## src/rtl/ex_md_pkg.sv

```systemverilog
// ex_md_pkg
// Shared definitions for the EX-stage multiply/divide unit.
// MD_OP_* : 3-bit M-extension operation encodings driven by ID/EX.
// md_state_t : sequencing states of the iterative unit.
package ex_md_pkg;

  localparam logic [2:0] MD_OP_MUL    = 3'd0;
  localparam logic [2:0] MD_OP_MULH   = 3'd1;
  localparam logic [2:0] MD_OP_MULHSU = 3'd2;
  localparam logic [2:0] MD_OP_MULHU  = 3'd3;
  localparam logic [2:0] MD_OP_DIV    = 3'd4;
  localparam logic [2:0] MD_OP_DIVU   = 3'd5;
  localparam logic [2:0] MD_OP_REM    = 3'd6;
  localparam logic [2:0] MD_OP_REMU   = 3'd7;

  typedef enum logic [1:0] {
    IDLE = 2'd0,
    CALC = 2'd1,
    DONE = 2'd2
  } md_state_t;

endpackage

```

## src/rtl/ex_md_sign_fix.sv

```systemverilog
// ex_md_sign_fix
// Conditional two's-complement negate, used both to take operand
// magnitudes and to restore the sign of a finished result.
// Ports:
//   val_i : W-bit input value
//   neg_i : negate when high
//   res_o : val_i or -val_i
module ex_md_sign_fix #(
  parameter int W = 32
) (
  input  logic [W-1:0] val_i,
  input  logic         neg_i,
  output logic [W-1:0] res_o
);

  assign res_o = neg_i ? (~val_i + {{(W-1){1'b0}}, 1'b1}) : val_i;

endmodule

```

## src/rtl/ex_muldiv_unit.sv

```systemverilog
// ex_muldiv_unit
// Iterative RV32M multiply/divide unit sitting beside the EX-stage ALU.
// Works on operand magnitudes (shift-add multiply, restoring divide, one
// step per cycle) and fixes the result sign when the operation finishes.
// Optional feature macro: EX_MD_EARLY_OUT_EN -- divide by zero, signed
// overflow and multiplies with a zero operand skip CALC entirely.
// Ports:
//   clk, rst_n      : clock, asynchronous active-low reset
//   ID_EX_md_valid  : request present in EX
//   ID_EX_md_op     : MD_OP_* operation code
//   EX_md_op1/op2   : forwarded rs1/rs2 values
//   ID_EX_rd        : destination register of the request
//   EX_flush        : abort anything in flight
//   EX_md_busy      : combinational stall request
//   EX_md_done      : registered one-cycle result-valid pulse
//   EX_md_result    : registered result, held until the next completion
//   EX_md_rd        : registered destination of the result
module ex_muldiv_unit
  import ex_md_pkg::*;
#(
  parameter int XLEN = 32,
  parameter int RD_W = 5
) (
  input  logic            clk,
  input  logic            rst_n,
  input  logic            ID_EX_md_valid,
  input  logic [2:0]      ID_EX_md_op,
  input  logic [XLEN-1:0] EX_md_op1,
  input  logic [XLEN-1:0] EX_md_op2,
  input  logic [RD_W-1:0] ID_EX_rd,
  input  logic            EX_flush,
  output logic            EX_md_busy,
  output logic            EX_md_done,
  output logic [XLEN-1:0] EX_md_result,
  output logic [RD_W-1:0] EX_md_rd
);

  localparam int CW = $clog2(XLEN) + 1;
  localparam logic [XLEN-1:0] MIN_VAL = {1'b1, {(XLEN-1){1'b0}}};

  md_state_t         stateQ, stateD;
  logic [2:0]        opQ;
  logic [RD_W-1:0]   rdQ;
  logic [2*XLEN-1:0] accQ;
  logic [XLEN-1:0]   bQ;
  logic [CW-1:0]     cntQ;
  logic              negResQ, negRemQ, divZeroQ, ovfQ;
  logic [XLEN-1:0]   dividendQ;
  logic              doneQ;
  logic [XLEN-1:0]   resultQ;
  logic [RD_W-1:0]   rdOutQ;

  logic              accept, aSigned, bSigned, negA, negB;
  logic              divZeroIn, ovfIn, earlyIn;
  logic [XLEN-1:0]   aMag, bMag;
  logic [XLEN:0]     mulSum, divShift, divDiff;
  logic [2*XLEN-1:0] mulNext, divNext, accNext, prodFixed;
  logic [XLEN-1:0]   divRaw, divFixed, calcResult, doneResult;
  logic              divNeg;
  logic [RD_W-1:0]   doneRd;

  // Forced results for the special cases; a multiply only lands here
  // through the zero-operand early exit, whose product is zero.
  function automatic logic [XLEN-1:0] specialResult(input logic [2:0] op,
                                                    input logic divZero,
                                                    input logic [XLEN-1:0] dividend);
    if (!op[2])       return '0;
    else if (divZero) return op[1] ? dividend : {XLEN{1'b1}};
    else              return op[1] ? '0 : MIN_VAL;
  endfunction

  // Request decode: which operands are signed and which special cases apply.
  // MUL is treated as unsigned since its low half is sign-independent.
  always_comb begin
    accept    = (stateQ == IDLE) & ID_EX_md_valid & ~EX_flush;
    aSigned   = (ID_EX_md_op == MD_OP_MULH) | (ID_EX_md_op == MD_OP_MULHSU) |
                (ID_EX_md_op == MD_OP_DIV)  | (ID_EX_md_op == MD_OP_REM);
    bSigned   = (ID_EX_md_op == MD_OP_MULH) | (ID_EX_md_op == MD_OP_DIV) |
                (ID_EX_md_op == MD_OP_REM);
    negA      = aSigned & EX_md_op1[XLEN-1];
    negB      = bSigned & EX_md_op2[XLEN-1];
    divZeroIn = ID_EX_md_op[2] & (EX_md_op2 == '0);
    ovfIn     = ((ID_EX_md_op == MD_OP_DIV) | (ID_EX_md_op == MD_OP_REM)) &
                (EX_md_op1 == MIN_VAL) & (EX_md_op2 == {XLEN{1'b1}});
`ifdef EX_MD_EARLY_OUT_EN
    earlyIn   = divZeroIn | ovfIn |
                (~ID_EX_md_op[2] & ((EX_md_op1 == '0) | (EX_md_op2 == '0)));
`else
    earlyIn   = 1'b0;
`endif
  end

  ex_md_sign_fix #(.W(XLEN)) uMagA (.val_i(EX_md_op1), .neg_i(negA), .res_o(aMag));
  ex_md_sign_fix #(.W(XLEN)) uMagB (.val_i(EX_md_op2), .neg_i(negB), .res_o(bMag));

  // One iteration step. Multiply: accQ = {partial sum, multiplier}, add
  // the multiplicand on the multiplier LSB then shift right. Divide:
  // accQ = {remainder, quotient/dividend}, shift left and keep the
  // trial subtraction only when it does not borrow.
  always_comb begin
    mulSum   = {1'b0, accQ[2*XLEN-1:XLEN]} + (accQ[0] ? {1'b0, bQ} : {(XLEN+1){1'b0}});
    mulNext  = {mulSum, accQ[XLEN-1:1]};
    divShift = {accQ[2*XLEN-1:XLEN], accQ[XLEN-1]};
    divDiff  = divShift - {1'b0, bQ};
    divNext  = divDiff[XLEN] ? {divShift[XLEN-1:0], accQ[XLEN-2:0], 1'b0}
                             : {divDiff[XLEN-1:0],  accQ[XLEN-2:0], 1'b1};
    accNext  = opQ[2] ? divNext : mulNext;
  end

  ex_md_sign_fix #(.W(2*XLEN)) uFixProd (.val_i(accNext), .neg_i(negResQ), .res_o(prodFixed));

  // Result selection from the final iteration, applied on the CALC->DONE edge.
  always_comb begin
    divRaw = opQ[1] ? accNext[2*XLEN-1:XLEN] : accNext[XLEN-1:0];
    divNeg = opQ[1] ? negRemQ : negResQ;
  end

  ex_md_sign_fix #(.W(XLEN)) uFixDiv (.val_i(divRaw), .neg_i(divNeg), .res_o(divFixed));

  always_comb begin
    if (divZeroQ | ovfQ)      calcResult = specialResult(opQ, divZeroQ, dividendQ);
    else if (opQ[2])          calcResult = divFixed;
    else if (opQ == MD_OP_MUL) calcResult = prodFixed[XLEN-1:0];
    else                      calcResult = prodFixed[2*XLEN-1:XLEN];
    // Entering DONE straight from IDLE only happens on an early exit.
    doneResult = (stateQ == IDLE) ? specialResult(ID_EX_md_op, divZeroIn, EX_md_op1) : calcResult;
    doneRd     = (stateQ == IDLE) ? ID_EX_rd : rdQ;
  end

  always_ff @(posedge clk or negedge rst_n) begin
    if (!rst_n) stateQ <= IDLE;
    else        stateQ <= stateD;
  end

  // Flush wins in every state; DONE always lasts a single cycle.
  always_comb begin
    stateD = stateQ;
    unique case (stateQ)
      IDLE:    if (accept) stateD = earlyIn ? DONE : CALC;
      CALC:    if (EX_flush) stateD = IDLE;
               else if (cntQ == CW'(XLEN-1)) stateD = DONE;
      DONE:    stateD = IDLE;
      default: stateD = IDLE;
    endcase
  end

  // Stall is forced low while reset is held so the pipeline sees a quiet unit.
  always_comb begin
    EX_md_busy = rst_n & (accept | (stateQ == CALC));
  end

  always_ff @(posedge clk or negedge rst_n) begin
    if (!rst_n) begin
      opQ       <= '0;
      rdQ       <= '0;
      accQ      <= '0;
      bQ        <= '0;
      cntQ      <= '0;
      negResQ   <= 1'b0;
      negRemQ   <= 1'b0;
      divZeroQ  <= 1'b0;
      ovfQ      <= 1'b0;
      dividendQ <= '0;
    end else if (accept) begin
      opQ       <= ID_EX_md_op;
      rdQ       <= ID_EX_rd;
      accQ      <= {{XLEN{1'b0}}, aMag};
      bQ        <= bMag;
      cntQ      <= '0;
      negResQ   <= negA ^ negB;
      negRemQ   <= negA;
      divZeroQ  <= divZeroIn;
      ovfQ      <= ovfIn;
      dividendQ <= EX_md_op1;
    end else if (stateQ == CALC) begin
      accQ      <= accNext;
      cntQ      <= cntQ + CW'(1);
    end
  end

  // Output registers update only on entry to DONE, so a flush leaves them untouched.
  always_ff @(posedge clk or negedge rst_n) begin
    if (!rst_n) begin
      doneQ   <= 1'b0;
      resultQ <= '0;
      rdOutQ  <= '0;
    end else begin
      doneQ <= (stateD == DONE);
      if (stateD == DONE) begin
        resultQ <= doneResult;
        rdOutQ  <= doneRd;
      end
    end
  end

  assign EX_md_done   = doneQ;
  assign EX_md_result = resultQ;
  assign EX_md_rd     = rdOutQ;

endmodule

```

## config.mk

```make
export PLATFORM = sky130hd
export DESIGN_NAME = ex_muldiv_unit
export DESIGN_NICKNAME = d
export VERILOG_FILES = /design/src/rtl/ex_md_pkg.sv /design/src/rtl/ex_md_sign_fix.sv /design/src/rtl/ex_muldiv_unit.sv
export SDC_FILE = /design/constraint.sdc
export NUM_CORES = 1
export LEC_CHECK = 0
export BUFFER_PORTS_ARGS = -buffer_cell sky130_fd_sc_hd__buf_2
export CAP_MARGIN = 20
export CORE_AREA = 5 5 254 256
export CTS_BUF_LIST = sky130_fd_sc_hd__clkbuf_4
export CTS_CLUSTER_DIAMETER = 60
export CTS_CLUSTER_SIZE = 14
export DETAILED_ROUTE_END_ITERATION = 6
export DIE_AREA = 0 0 259 261
export GPL_TIMING_DRIVEN = 0
export PLACE_DENSITY = 0.44
export SLEW_MARGIN = 25
export SYNTH_ARGS = -nofsm -noshare
export SYNTH_HDL_FRONTEND = slang
export SYNTH_SLANG_ARGS = --single-unit
```

## constraint.sdc

```tcl
create_clock -name clk -period 7.21 [get_ports clk]
set_input_delay 1.442 -clock clk [delete_from_list [all_inputs] [get_ports clk]]
set_output_delay 1.442 -clock clk [all_outputs]
set_load 0.1 [all_outputs]
```

Word-level counts from Yosys, hierarchy flattened. Cells that the tools add are included.

Bits in registers: 186. Bits of input ports: 76. Output and inout bits: 39.

Equality and inequality tests: 9. $add $sub $neg: 7. Reduce and logical (&&, ||, !) cells: 4. Bitwise logic cells: 22. Multiplexer cells: 30.

Operators with widths (number): $mux 32 (17); $mux 64 (5); $add 32x1->32 const B (3); $not 32->32 (3); $add 64x1->64 const B (1); $eq 32x32->1 const B (2); $not 64->64 (1); $add 32x32->33 (1); $sub 33x32->33 (1); $logic_not 32->1 (1); $mux 6 (2); $and 1x1->1 (8); $or 1x1->1 (8); $add 6x1->6 const B (1); $eq 3x3->1 const B (2); $eq 6x5->1 const B (1); $mux 2 (3); $mux 5 (1); $pmux 2 s2 (1); $eq 3x1->1 const B (1); $eq 3x2->1 const B (1); $logic_not 3->1 (1); $eq 2x1->1 const B (1); $eq 2x2->1 const B (1); other kinds (5) (5).

Depth between registers and ports, before layout. Gate-level depths: netlist (run 1).

Depth after elaboration: 10. Gate-level depth with buffers: 26. Gate-level depth less buffers: 24.

Modules after synthesis. From an unflattened synthesis (run 1), not the netlist that was laid out.

Cell total of the unflattened synthesis: 2311. Area, all modules: 17952.2 um^2.

By module, submodules not included: ex_muldiv_unit (instances 1, cells each 1817, area an instance 14091.0 um^2); ex_md_sign_fix (uFixDiv ...) (instances 3, cells each 99, area an instance 777.0 um^2); ex_md_sign_fix (uFixProd) (instances 1, cells each 197, area an instance 1530.2 um^2).

Least setup slack after synthesis (run 1). No wires, ideal clock.

Path type: flip-flop to flip-flop. Start point: register accQ[31]. End point: register resultQ[30], in the netlist EX_md_result[30]. Stages on the path, launching flop included: 26. Data arrival time: 5.084 ns. Slack: 1.995 ns. Path buffers: 2. Cell sequence: dfrtp_1 inv_1 ha_1 inv_1 fa_1 a211oi_2 o211ai_1 and3_1 o211ai_2 a211o_1 buf_6 buf_6 nor2_1 a21oi_1 ha_1 nand3_1 nor2_1 nand3_1 or2_2 a2111o_1 nor4_1 nand4_2 o31ai_4 xnor2_1 a2111oi_0 or3_1.

Longest elaborated chain between the ends: 10. Elaborated cells between the ends (all ways): 14. Classes of those cells: add/sub: 3; mux: 9; bitwise: 2.

RTL lines: start: declaration (RTL line ex_muldiv_unit.sv:44) `logic [2*XLEN-1:0] accQ;`; start signal: assignment (RTL line ex_muldiv_unit.sv:167) `accQ <= {{XLEN{1'b0}}, aMag};`; start signal: assignment (RTL line ex_muldiv_unit.sv:176) `accQ <= accNext;`; $sub 33x32->33 (RTL line ex_muldiv_unit.sv:104) `divDiff = divShift - {1'b0, bQ};`; $mux 64 (RTL line ex_muldiv_unit.sv:105) `divNext = divDiff[XLEN] ? {divShift[XLEN-1:0], accQ[XLEN-2:0], 1'b0}`; $mux 64 * (RTL line ex_muldiv_unit.sv:107) `accNext = opQ[2] ? divNext : mulNext;`; $not 64->64 or $mux 32 (tied branches) (RTL line ex_md_sign_fix.sv:16, ex_muldiv_unit.sv:114); $add 64x1->64 or $not 32->32 (tied branches) (RTL line ex_md_sign_fix.sv:16) `assign res_o = neg_i ? (~val_i + {{(W-1){1'b0}}, 1'b1}) : val_i;`; $mux 64 or $add 32x1->32 (tied branches) (RTL line ex_md_sign_fix.sv:16); $mux 32 (on tied branches) (RTL line ex_muldiv_unit.sv:123, ex_md_sign_fix.sv:16); $mux 32 * (RTL line ex_muldiv_unit.sv:122) `else if (opQ[2]) calcResult = divFixed;`; $mux 32 * (RTL line ex_muldiv_unit.sv:121) `if (divZeroQ | ovfQ) calcResult = specialResult(opQ, divZeroQ, dividendQ);`; $mux 32 * (RTL line ex_muldiv_unit.sv:126) `doneResult = (stateQ == IDLE) ? specialResult(ID_EX_md_op, divZeroIn, EX_md_op1) : calcResult;`; end signal: assignment (RTL line ex_muldiv_unit.sv:190) `resultQ <= doneResult;`; end: declaration (RTL line ex_muldiv_unit.sv:50) `logic [XLEN-1:0] resultQ;`.

Mark *: on every way between the ends. The rest lies on a longest branch, timed or not. A chain may end at the register's enable or synchronous reset.

Worst setup path after layout (run 1). Ends and elaborated chain as after synthesis.

==> results.sh, run 1 <==
export IMPL_slew_viol_final=0
export IMPL_path_class="reg -> reg"
export IMPL_drc=0
export IMPL_synth_edff_count=0
export IMPL_drtAntennaViolNets=0
export IMPL_final_util=0.331
export IMPL_ys_flop_type="dfrtp_1"
export IMPL_worst_pin_slew_ns=1.21
export IMPL_dp_hpwl_um=86100
export IMPL_slowest_delay_ns=0.55
export IMPL_yosys_warnings=0
export IMPL_die_area_mm2=0.0676
export IMPL_setup_viol=0
export IMPL_initial_core_util=0.295
export IMPL_synth_top_area_frac=0.253
export IMPL_pwr_share_clk=0.076
export IMPL_cap_violations=0
export IMPL_hold_path_class="in -> async"
export IMPL_port_buffers=114
export IMPL_sw_frac_of_total=0.614
export IMPL_slowest_stage="dfrtp_2"
export IMPL_cp_max_fo=10
export IMPL_drt_initial_drc_count=2332
export IMPL_worstPathArrival_ns=7.78
export IMPL_synthMuxAreaShare=0.0457
export IMPL_syn_inst=2446
export IMPL_area_delta_synth_final_pct=12.0
export IMPL_clk_pin_slew_ns=0.24
export IMPL_gp_congestion=0.996
export IMPL_pwr_density_cell_mw_per_mm2=444
export IMPL_via_per_inst=5.95
export IMPL_preCtsSetupSlack_ns=-1.42
export IMPL_grt_start_max_net_pins=88
export IMPL_layout_common_cells="nand2_1, o21ai_0, nor2_1, dfrtp_1, a21oi_1"
export IMPL_netlist_area_mm2=0.0184
export IMPL_synth_top_area_cell="dfrtp_1"
export IMPL_crit_family="simple AND/OR/NAND/NOR gates"
export IMPL_avgSynthCellArea_um2=7.51
export IMPL_die_x_um=259
export IMPL_seqPwrFrac=0.186
export IMPL_avgRoutedWirePerCell_um=30.5
export IMPL_setup_ws_ns=0.101
export IMPL_synth_xor_area_frac=0.0801
export IMPL_cts_hold_buf=0
export IMPL_htree_levels=4
export IMPL_vias=20500
export IMPL_nets=2731
export IMPL_total_power_uw=9140
export IMPL_relSlewSlack=0.189
export IMPL_gr_usage_all_layers=0.300
export IMPL_p_leak_uw=0.00847
export IMPL_outcome="finished clean"
export IMPL_final_hold_viol_count=0
export IMPL_cts_buffers=17
export IMPL_cts_tree="done"
export IMPL_ys_ff_latch=186
export IMPL_skew_ns=0.0556
export IMPL_antenna_found_initial=6
export IMPL_synth_top_family_by_area="compound AO/OA/AOI/OAI gates"
export IMPL_synth_cell_types=107
export IMPL_clock_sinks=186
export IMPL_pin_count=115
export IMPL_ys_seq_area_frac=0.253
export IMPL_drive_above_1_share=0.111
export IMPL_ir_drop_v=0.000142
export IMPL_worstSetupStartpointType="flop"
export IMPL_layout_commonest_cell="nand2_1"
export IMPL_rows=92
export IMPL_wl_um=105000
export IMPL_p_sw_uw=5610
export IMPL_first_pass_iters=6
export IMPL_clockRootBuffer="clkbuf_4"
export IMPL_synth_compound_area_frac=0.277
export IMPL_cts_max_path_buffers=2
export IMPL_syn_num_nets=2594
export IMPL_grt_first_pass_wirelength_um=145000
export IMPL_crit_path_end_kind="flop"
export IMPL_synth_adder_area_share=0.0499
export IMPL_path_buf_inv=5
export IMPL_p_comb_frac=0.737
export IMPL_synth_area_top_cells="dfrtp_1, nand2_1, o21ai_0"
export IMPL_grt_pass1_vias=19400
export IMPL_fmax_mhz=141
export IMPL_layout_min_cycle_time_ns=7.11
export IMPL_fin_crit_sh=0.986
export IMPL_async_reset_ff_frac=1.00
export IMPL_core_area_mm2=0.0623
export IMPL_overflow=0
export IMPL_die_h_um=261
export IMPL_required_ns=7.88
export IMPL_yosys_area_share_simple=0.243
export IMPL_clock_latency_ns=0.80
export IMPL_p_int_uw=3530
-- path summary, 6_finish.rpt --
check / slack, ns / cells after the start / startpoint / end
max: 0.10 / 26 / accQ[31] / EX_md_result[30]
min: 0.46 / 1 / rst_n / EX_md_result[26]
max reg2reg: 0.10 / 26 / accQ[31] / EX_md_result[30]
min reg2reg: 0.50 / 2 / dividendQ[11] / dividendQ[11]
max in group asynchronous: 5.54 / 3 / rst_n / bQ[9]
min in group clk: 0.50 / 2 / dividendQ[11] / dividendQ[11]
-- cells in the mapped netlist, types with 11 or more instances --
| cell | instances |
|---|---|
| nand2_1 | 382 |
| o21ai_0 | 240 |
| dfrtp_1 | 186 |
| nor2_1 | 186 |
| a21oi_1 | 170 |
| clkbuf_1 | 110 |
| xnor2_1 | 93 |
| nand3_1 | 76 |
| xor2_1 | 75 |
| ha_1 | 70 |
| inv_1 | 70 |
| nor3_1 | 64 |
| o211ai_1 | 56 |
| mux2i_1 | 54 |
| and2_1 | 42 |
| a31oi_1 | 35 |
| or3_1 | 29 |
| a211oi_1 | 25 |
| and3_1 | 24 |
| nand4_1 | 23 |
| a21o_1 | 22 |
| mux2_2 | 21 |
| nor4_1 | 21 |
| nand2b_1 | 20 |
| buf_2 | 18 |
| o31ai_1 | 18 |
| buf_1 | 16 |
| o21a_1 | 15 |
| o221ai_1 | 14 |
| a2111oi_0 | 12 |
| o21bai_1 | 12 |
| or2_2 | 12 |
| nor2b_1 | 11 |
-- worst reg2reg max path: cells and delay by family, from the launching register on --
| kind | cells | cell delay, ns |
|---|---|---|
| buffers and inverters | 5 | 0.80 |
| AOI/OAI and AO/OA | 8 | 2.04 |
| and+or+nand+nor | 9 | 2.36 |
| DFF | 1 | 0.55 |
| xor gates and xnor gates | 1 | 0.31 |
| adders and majority gates | 3 | 0.92 |
-- final cells by class --
cell class / count / area, um^2
Inverter: 73 / 274
Buffer: 151 / 657
Clock buffer: 17 / 128
Timing Repair Buffer: 120 / 666
Antenna cell: 4 / 10.0
Multi-Input combinational cell: 2034 / 12900
Sequential cell: 186 / 4660
Fill cell: 6876 / 41700
Tap cell: 846 / 1060
Clock inverter: 15 / 196
-- stage by stage --
step | setup TNS [ns] | hold WS, ns | instances | cell area (um^2)
global placement | -20.00 | 0.466 | 3406 | 20000
floorplan | 0 | 0.437 | 2446 | 18400
global route | -0.00933 | 0.459 | 3446 | 20600
finish | 0 | 0.460 | 3446 | 20600
detailed placement | -17.50 | 0.463 | 3409 | 20100
CTS | 0 | 0.401 | 3439 | 20500
-- power by group through the flow --
stage	combinational, uW	clock [uW]	sequential (uW)
2_1_floorplan	4130	0	1470
3_3_place_gp	6500	0	1700
3_5_place_dp	6500	0	1700
4_1_cts	6560	718	1680
5_1_grt	7090	746	1710
6_report	6740	697	1700
-- per-layer routing --
metal,vias up,part of all wire,GRT usage
li1,9202,-,-
met5,-,0.000086,0
met1,10300,0.44,0.415
met4,2,0.032,0.0897
met3,143,0.090,0.0801
met2,877,0.44,0.462
-- registers in the layout, summed over array words and instances, names as in the netlist --
| register | cells |
|---|---|
| divZeroQ | 1 |
| cntQ | 6 |
| EX_md_result | 32 |
| rdQ | 5 |
| stateQ | 2 |
| ovfQ | 1 |
| negRemQ | 1 |
| negResQ | 1 |
| opQ | 3 |
| accQ | 64 |
| EX_md_rd | 5 |
| dividendQ | 32 |
| EX_md_done | 1 |
| bQ | 32 |
-- repair_timing --
action	in CTS	in global routing
cloned	0	0
setup endpoints to repair	17	11
pin swaps	0	2
buffers inserted	0	3
resized for setup	20	7
-- cell families after synthesis --
kind of cell,after synthesis
muxes,79
AOI/OAI and AO/OA,774
buffers and inverters,226
and+or+nand+nor,941
xor gates and xnor gates,168
adders and majority gates,72
DFF,186
No activity file was read; power rests on OpenSTA's default activity.
==> run 2, diff against run 1 <==
Settings changed: PLACE_DENSITY 0.44 to 0.45.
Clock period 7.21 ns to 6.51 ns, I/O delays scaled along.
==> results.sh, run 2 (same netlist as run 1, synthesis figures left out) <==
export IMPL_grt_first_pass_wirelength_um=141000
export IMPL_clk_pin_slew_ns=0.21
export IMPL_clock_sinks=186
export IMPL_r2r_cells=25
export IMPL_crit_family="simple AND/OR/NAND/NOR gates"
export IMPL_final_hold_viol_count=0
export IMPL_worstSetupStartpointType="flop"
export IMPL_overflow=0
export IMPL_setup_viol=0
export IMPL_drtAntennaViolNets=0
export IMPL_drt_initial_drc_count=2365
export IMPL_worst_pin_slew_ns=1.21
export IMPL_gr_usage_all_layers=0.287
export IMPL_cts_tree="done"
export IMPL_cap_violations=0
export IMPL_top_register="accQ"
export IMPL_crit_start="accQ[31]"
export IMPL_via_per_inst=5.96
export IMPL_grt_start_max_net_pins=86
export IMPL_dp_hpwl_um=82700
export IMPL_relSlewSlack=0.186
export IMPL_die_x_um=259
export IMPL_wl_um=100000
export IMPL_initial_core_util=0.295
export IMPL_vias=20600
export IMPL_fillers=6807
export IMPL_slowest_stage="dfrtp_2"
export IMPL_die_h_um=261
export IMPL_layout_common_cells="nand2_1, o21ai_0, nor2_1, dfrtp_1, a21oi_1"
export IMPL_crit_path_end_kind="flop"
export IMPL_cts_max_path_buffers=2
export IMPL_clockRootBuffer="clkbuf_4"
export IMPL_drc=0
export IMPL_r2r_start="accQ[31]"
export IMPL_avgRoutedWirePerCell_um=29.0
export IMPL_grt_pass1_vias=19300
export IMPL_drive_above_1_share=0.114
export IMPL_nets=2736
export IMPL_endpoint="EX_md_result[30]"
export IMPL_area_delta_synth_final_pct=12.2
export IMPL_pwr_density_cell_mw_per_mm2=489
export IMPL_worstPathArrival_ns=7.18
export IMPL_ir_drop_v=0.000212
export IMPL_total_power_uw=10100
export IMPL_fmax_mhz=155
export IMPL_path_buf_inv=4
export IMPL_postPlaceCellArea_mm2=0.0201
export IMPL_rrSetupSlack_ns=0.06
export IMPL_cts_buffers=17
export IMPL_first_pass_iters=5
export IMPL_antenna_found_initial=6
export IMPL_slowest_delay_ns=0.50
export IMPL_port_buffers=114
export IMPL_skew_ns=0.0499
export IMPL_cp_depth=25
export IMPL_hold_path_class="in -> async"
export IMPL_p_leak_uw=0.00848
export IMPL_core_area_mm2=0.0623
export IMPL_finalHoldWorstSlack_ns=0.300
export IMPL_required_ns=7.24
export IMPL_path_class="reg -> reg"
export IMPL_fin_crit_sh=0.990
export IMPL_rows=92
export IMPL_gp_congestion=1.05
export IMPL_layout_min_cycle_time_ns=6.45
export IMPL_final_cell_area_mm2=0.0206
export IMPL_outcome="finished clean"
export IMPL_layout_commonest_cell="nand2_1"
export IMPL_die_area_mm2=0.0676
export IMPL_slew_viol_final=0
export IMPL_final_util=0.331
export IMPL_largest_reg_flops=64
export IMPL_clock_latency_ns=0.82
export IMPL_pin_count=115
export IMPL_cp_max_fo=10
export IMPL_timing_rr_end="EX_md_result[30]"
export IMPL_htree_levels=4
-- run 2: changes by cell type in the layout (fill, tap and decap cells not counted), moves of 3 or more --
| cell | previous run | this run |
|---|---|---|
| buf_4 | 7 | 12 |
| clkinv_8 | 7 | 4 |
| mux2i_1 | 51 | 54 |
| mux2i_2 | 4 | 1 |
-- run 2: where the power goes --
part           total, uW  internal [uW]  switching (uW)
registers           1860           1400             457
clock network        711            176             534
logic               7510           2340            5170
total              10100           3920            6160
-- run 2: routing by layer --
layer | wire (um) | share of wire | up-vias | GRT usage
li1 | - | - | 9209 | -
met1 | 45100 | 0.45 | 10300 | 0.410
met2 | 44000 | 0.44 | 911 | 0.441
met3 | 8040 | 0.080 | 152 | 0.0542
met4 | 3050 | 0.030 | 0 | 0.0853
met5 | 0 | 0 | - | 0
-- run 2: area by class of cell --
type / count / area, um^2 / area share
antenna: 6 / 15.0 / 0.000729
buffer: 151 / 651 / 0.0316
clock buffer: 17 / 128 / 0.00619
clock inverter: 15 / 166 / 0.00808
inverter: 73 / 274 / 0.0133
multi-input combinational: 2034 / 13000 / 0.629
sequential: 186 / 4660 / 0.226
tap: 846 / 1060 / 0.0514
timing repair buffer: 125 / 703 / 0.0341
-- run 2: timing repair --
item / 4_1_cts / 5_1_grt
hold buffers: 0 / 0
resized for setup: 22 / 6
pin swaps: 4 / 6
endpoints found under the setup margin: 17 / 14
buffers inserted: 2 / 6
-- run 2: worst reg2reg max path, cell delays in order, from the launching register on --
cell       delay [ns]
dfrtp_2          0.50
inv_1            0.08
ha_1             0.22
inv_1            0.07
fa_1             0.46
a211oi_2         0.31
o211ai_1         0.18
and3_2           0.29
o211ai_4         0.25
a211o_4          0.19
buf_6            0.16
buf_6            0.21
nor2_1           0.13
a21oi_4          0.20
ha_1             0.21
nand3_1          0.16
nor2_4           0.22
nand3_4          0.13
or2_2            0.38
a2111o_1         0.42
nor4_2           0.26
nand4_2          0.31
o31ai_4          0.34
xnor2_2          0.22
a2111oi_4        0.14
or3_1            0.35
-- run 2: through the flow --
| step | cells | worst slack, ns | setup TNS (ns) |
|---|---|---|---|
| after floorplan | 2446 | 1.29 | 0 |
| after global placement | 3406 | -2.27 | -22.10 |
| after detailed placement | 3408 | -1.35 | -17.27 |
| after CTS | 3440 | 0.0920 | 0 |
| after global routing | 3450 | -0.00762 | -0.00762 |
| final | 3453 | 0.0646 | 0 |
-- run 2: how the worst min path moves through the flow --
stage                        from          endpoint  slack, ns
floorplan           dividendQ[16]     dividendQ[16]       0.44
global placement           rdQ[2]            rdQ[2]       0.46
detailed placement         rdQ[4]            rdQ[4]       0.46
CTS                         rst_n  EX_md_result[26]       0.25
global route                rst_n  EX_md_result[26]       0.27
finish                      rst_n  EX_md_result[26]       0.30
